<file path="config.mk">
export PLATFORM = sky130hd
export DESIGN_NAME = adc_responder
export DESIGN_NICKNAME = d
export VERILOG_FILES = /design/src/rtl/adc_responder.sv
export SDC_FILE = /design/constraint.sdc
export NUM_CORES = 1
export LEC_CHECK = 0
export ABC_CLOCK_PERIOD_IN_PS = 2300
export CORE_ASPECT_RATIO = 1.1
export CORE_MARGIN = 2
export CORE_UTILIZATION = 30
export CTS_BUF_LIST = sky130_fd_sc_hd__clkbuf_8
export DETAILED_ROUTE_END_ITERATION = 8
export PLACE_DENSITY = 0.56
export RECOVER_POWER = 25
export SLEW_MARGIN = 20
export SYNTH_ARGS = -nofsm -noshare
export SYNTH_HDL_FRONTEND = slang
export SYNTH_SLANG_ARGS = --single-unit
</file>
<file path="constraint.sdc">
create_clock -name osc_clk -period 2.3 [get_ports osc_clk]
set_input_delay 0.575 -clock osc_clk [delete_from_list [all_inputs] [get_ports osc_clk]]
set_output_delay 0.575 -clock osc_clk [all_outputs]
set_load 0.01 [all_outputs]
</file>
<file path="src/rtl/adc_responder.sv">
// Serial ADC target model: answers an SPI-style initiator with a 16-bit frame
// {2'b00, sample[11:0], 2'b00}, MSB first, sourced from sample_in or an internal ramp.
module adc_responder #(
  parameter logic [11:0] RAMP_STEP = 12'd1,
  parameter int          MIN_HALF  = 4
) (
  input  logic        osc_clk,
  input  logic        reset,
  input  logic        adc_clk,
  input  logic        adc_conv,
  input  logic [11:0] sample_in,
  input  logic        mode,
  output logic        adc_data,
  output logic        busy,
  output logic        frame_done,
  output logic [15:0] frame_count,
  output logic [1:0]  state_dbg
);

  // Two sync flops plus one edge register put detected edges 3 cycles late,
  // so an adc_clk half-period below 4 cycles cannot be honoured.
  if (MIN_HALF < 4) begin : g_min_half_check
    $error("adc_responder: MIN_HALF must be at least 4");
  end

  typedef enum logic [1:0] {
    IDLE  = 2'd0,
    SHIFT = 2'd1,
    DONE  = 2'd2
  } state_t;

  state_t      state, state_next;
  logic [1:0]  conv_sync, clk_sync;
  logic        conv_d, clk_d;
  logic        conv_rise, conv_fall, clk_rise, clk_fall;
  logic [15:0] shreg;
  logic [4:0]  bit_cnt;
  logic        sampled;
  logic        mode_q;
  logic [11:0] ramp;
  logic [15:0] frame_word;
  logic        load, rise_en, shift_en, complete;

  // Reset values match the idle levels of the lines so release makes no edge.
  always_ff @(posedge osc_clk) begin
    if (reset) begin
      conv_sync <= 2'b11;
      conv_d    <= 1'b1;
      clk_sync  <= 2'b00;
      clk_d     <= 1'b0;
    end else begin
      conv_sync <= {conv_sync[0], adc_conv};
      conv_d    <= conv_sync[1];
      clk_sync  <= {clk_sync[0], adc_clk};
      clk_d     <= clk_sync[1];
    end
  end

  assign conv_rise = conv_sync[1] & ~conv_d;
  assign conv_fall = ~conv_sync[1] & conv_d;
  assign clk_rise  = clk_sync[1] & ~clk_d;
  assign clk_fall  = ~clk_sync[1] & clk_d;

  assign frame_word = {2'b00, (mode ? ramp : sample_in), 2'b00};

  always_ff @(posedge osc_clk) begin
    if (reset) state <= IDLE;
    else       state <= state_next;
  end

  // A conv rise coinciding with the 16th clock rise still counts as a full frame.
  always_comb begin
    state_next = state;
    load       = 1'b0;
    rise_en    = 1'b0;
    shift_en   = 1'b0;
    complete   = 1'b0;
    case (state)
      IDLE: begin
        if (conv_fall) begin
          state_next = SHIFT;
          load       = 1'b1;
        end
      end
      SHIFT: begin
        if (clk_rise && bit_cnt == 5'd15) begin
          rise_en    = 1'b1;
          complete   = 1'b1;
          state_next = conv_rise ? IDLE : DONE;
        end else if (conv_rise) begin
          state_next = IDLE;
        end else if (clk_rise) begin
          rise_en = 1'b1;
        end else if (clk_fall && sampled) begin
          shift_en = 1'b1;
        end
      end
      DONE: begin
        if (conv_rise) state_next = IDLE;
      end
      default: state_next = IDLE;
    endcase
  end

  always_ff @(posedge osc_clk) begin
    if (reset) begin
      shreg       <= 16'd0;
      bit_cnt     <= 5'd0;
      sampled     <= 1'b0;
      mode_q      <= 1'b0;
      ramp        <= 12'd0;
      frame_done  <= 1'b0;
      frame_count <= 16'd0;
    end else begin
      frame_done <= complete;
      if (load) begin
        shreg   <= frame_word;
        bit_cnt <= 5'd0;
        sampled <= 1'b0;
        mode_q  <= mode;
      end
      if (rise_en) begin
        sampled <= 1'b1;
        bit_cnt <= bit_cnt + 5'd1;
      end
      if (shift_en) begin
        shreg   <= {shreg[14:0], 1'b0};
        sampled <= 1'b0;
      end
      if (complete) begin
        frame_count <= frame_count + 16'd1;
        if (mode_q) ramp <= ramp + RAMP_STEP;
      end
    end
  end

  // The current bit sits in shreg[15]; outside SHIFT the line is held low.
  assign adc_data  = (state == SHIFT) & shreg[15];
  assign busy      = (state == SHIFT);
  assign state_dbg = state;

endmodule

</file>
==> flow_metrics.tcl <==
set metrics [dict create \
    relSlewSlack_pct 58.63 \
    synth.distinct_cells 39 \
    grt_overflow 0 \
    syn_to_final_growth_pct 32.67 \
    finalSetupTns_ps 0 \
    htreeDepth 3 \
    synth_compound_area_share_pct 11.60 \
    fin_nets 364 \
    critPathMaxStageDelay_ps 490 \
    antenna_found_initial 0 \
    drt-total-wl_um 6134 \
    grt_max_degree 33 \
    p_int_mw 1.772 \
    setup_viol 0 \
    fill_cells 850 \
    cts_buffer_depth 2 \
    route.detailed.drc 0 \
    antennaDiodeCount 0 \
    crit_slowest_cell "or4_4" \
    p_comb_share_pct 5.0 \
    cp_max_fo 6 \
    ant_nets 0 \
    hpwl_um 4179 \
    synth_cells 294 \
    power.total_mw 2.245 \
    netlist_area_mm2 0.002631 \
    hp-class "reg -> reg" \
    yosys-mux-area-fraction_pct 6.657 \
    power_frac_seq_pct 45.5 \
    synth_fa_ha_area_share_pct 1.902 \
    dieArea_mm2 0.009537 \
    layout_worst_path_cycle_share_pct 96.74 \
    cts_made_buffers 9 \
    ys_warn_count 0 \
    hold_violations 0 \
    placement.io_buffers 37 \
    multi_input_area_mm2 0.001426 \
    wire_per_inst_um 13.36 \
    num_io_pins 38 \
    drt_iter0_markers 86 \
    track_usage_pct 13.81 \
    fin_ws_ps 75.03 \
    yosys.area_share.simple_pct 26.01 \
    max_freq_mhz 449.4 \
    final_max_slew_viol_count 0 \
    cts_sinks 58 \
    avgViaCountPerCell 4.908 \
    start_util_pct 31.13 \
    synthesis.nets 315 \
    avgSynthCellArea_um2 8.950 \
    cts_root_buf "clkbuf_8" \
    vias 2253 \
    status "completed" \
    worstSetupPathType "reg -> reg" \
    drt-pass1-iter-count 4 \
    p_leak_nw 1.222 \
    synth_top_family_by_area "simple AND/OR/NAND/NOR gates" \
    ir_worst_vdd_mv 0.2595 \
    clockPowerShare_pct 49.5 \
    p_sw_mw 0.4722 \
    grt_pass1_wl_um 10170 \
    startpoint_type "flop" \
    coreArea_mm2 0.008452 \
    worstPathCellList "ha_2 -> and3_4 -> ha_4 -> nand3b_1 -> or3_4 -> or4_4 -> a21oi_2" \
    worst_pin_slew_ps 620.5 \
    clk_pin_slew_ps 70 \
    ys_seq_area_share_pct 44.13 \
    globalplace.congestion 0.7580 \
    maxCapViolations 0 \
    synth-xor-area-share_pct 6.324 \
    hold_buffers 0 \
    die_h_um 102.2 \
    post-place-ws_ps -16.79 \
    cts_tree "done" \
    fin_skew_ps 6.669 \
    crit_arrival_ps 2500 \
    ff_latch_area_mm2 0.001164 \
    core.rowCount 35 \
    finalCriticalPeriod_ps 2225 \
    grt_pass1_vias 2114 \
    end_kind "flop" \
    power_density_mw_per_mm2 643.0 \
    die_x_um 93.30 \
    clock_latency_ps 340 \
    cp.required_ps 2580 \
    ys_ff_latch 58 \
    switching_share_pct 21.04 \
    drive_gt1_share_pct 18.39 \
]
-- worst max-delay path, delay by kind of cell (launching register included) --
| kind | cells | cell delay [ps] |
|---|---|---|
| AND/OR/NAND/NOR | 4 | 1370 |
| flip-flops | 1 | 350 |
| adder cells (fa/ha/maj) | 2 | 330 |
| AO/OA/AOI/OAI | 1 | 110 |
-- what timing repair did --
item / 4_1_cts / 5_1_grt
pin swaps: 1 / 3
buffers inserted: 2 / 5
endpoints found under the setup margin: 2 / 14
resized for setup: 1 / 10
cloned: 0 / 0
-- synthesized netlist by cell type --
cell	instances	share of area (%)
or3_4	1	0.43
a22oi_1	11	3.1
buf_2	5	0.95
nor2b_1	5	1.2
or3_1	7	1.7
nor4_1	6	1.4
nor4b_1	1	0.33
nor3b_1	1	0.29
xnor2_1	12	4.0
and2_1	3	0.71
a211oi_1	3	0.86
nor3_1	5	0.95
nand2_1	22	3.1
dfxtp_1	58	44
inv_1	7	1.0
and3_1	3	0.71
a41oi_1	1	0.33
a31oi_1	2	0.48
o21ai_0	5	0.95
or4_1	2	0.57
o31ai_1	2	0.57
nand2b_1	5	1.2
nand3_1	13	2.5
nand3b_1	3	0.86
nor2_1	28	4.0
xor2_1	7	2.3
a2111oi_0	1	0.33
a21oi_1	26	4.9
ha_1	4	1.9
mux2i_1	4	1.5
and3b_1	1	0.33
and4_1	4	1.3
nand4b_4	1	0.90
clkbuf_1	10	1.4
nor4bb_1	1	0.38
or3b_2	3	1.0
nand4_1	6	1.4
mux2_2	12	5.1
or2_2	3	0.71
-- through the flow --
step	hold slack, ps	cells	utilization [%]	instance area [µm²]
2_1_floorplan	389.5	294	-	2631
3_3_place_gp	395.5	436	37.38	3159
3_5_place_dp	393.8	436	37.38	3159
4_1_cts	403.3	454	40.37	3412
5_1_grt	422.3	459	41.30	3491
6_report	402.9	459	41.30	3491
-- routing by layer --
| layer | GRT usage, % | vias to the layer above | part of all wire (%) | wire [µm] |
|---|---|---|---|---|
| li1 | - | 1142 | - | - |
| met1 | 17.41 | 1048 | 48 | 2953 |
| met2 | 21.64 | 53 | 45 | 2775 |
| met3 | 3.909 | 10 | 4.6 | 281 |
| met4 | 7.127 | 0 | 2.0 | 123 |
| met5 | 0 | - | 0 | 0 |
-- registers in the layout, indices dropped and copies added (netlist names) --
name / count
mode_q: 1
sampled: 1
conv_d: 1
frame_count: 16
clk_d: 1
conv_sync: 2
bit_cnt: 5
ramp: 12
state_dbg: 2
clk_sync: 2
frame_done: 1
shreg: 14
-- cell type report --
class,instances,share of cell area (%)
sequential,58,33.33
clock inverter,4,2.079
multi-input combinational,214,40.86
timing repair buffer,53,14.27
inverter,7,0.7527
clock buffer,12,4.731
tap,111,3.978
-- logic make-up after synthesis --
family	count (synthesis)
buf+inv	22
mux	16
compound gates	51
fa+ha+maj	4
flops	58
xor+xnor	19
simple gates	124
-- placed cells by master (no fill, tap or decap), types with 7 or more instances in the layout --
master	count
a21oi_1	25
a22oi_1	11
buf_4	15
clkbuf_8	12
clkdlybuf4s50_1	36
dfxtp_1	56
mux2_2	12
nand2_1	22
nand3_1	13
nor2_1	28
xnor2_1	12
xor2_1	7
-- power by group through the flow --
stage          sequential [mW]  combinational [mW]  clock, mW
2_1_floorplan             1.04              0.0548          0
3_3_place_gp              1.04               0.108          0
3_5_place_dp              1.04               0.109          0
4_1_cts                   1.02               0.110       1.13
5_1_grt                   1.02               0.123       1.18
6_report                  1.02               0.113       1.11
-- final timing paths --
| check | from | endpoint | slack [ps] | cells past startpoint |
|---|---|---|---|---|
| max | bit_cnt[1]$_SDFFE_PP0P_ | frame_count[15]$_SDFFE_PP0P_ | 80 | 7 |
| min reg2reg | conv_sync[0]$_SDFF_PP1_ | conv_sync[1]$_SDFF_PP1_ | 400 | 1 |
| min | conv_sync[0]$_SDFF_PP1_ | conv_sync[1]$_SDFF_PP1_ | 400 | 1 |
| max reg2reg | bit_cnt[1]$_SDFFE_PP0P_ | frame_count[15]$_SDFFE_PP0P_ | 80 | 7 |
(Power assumes the default switching activity.)
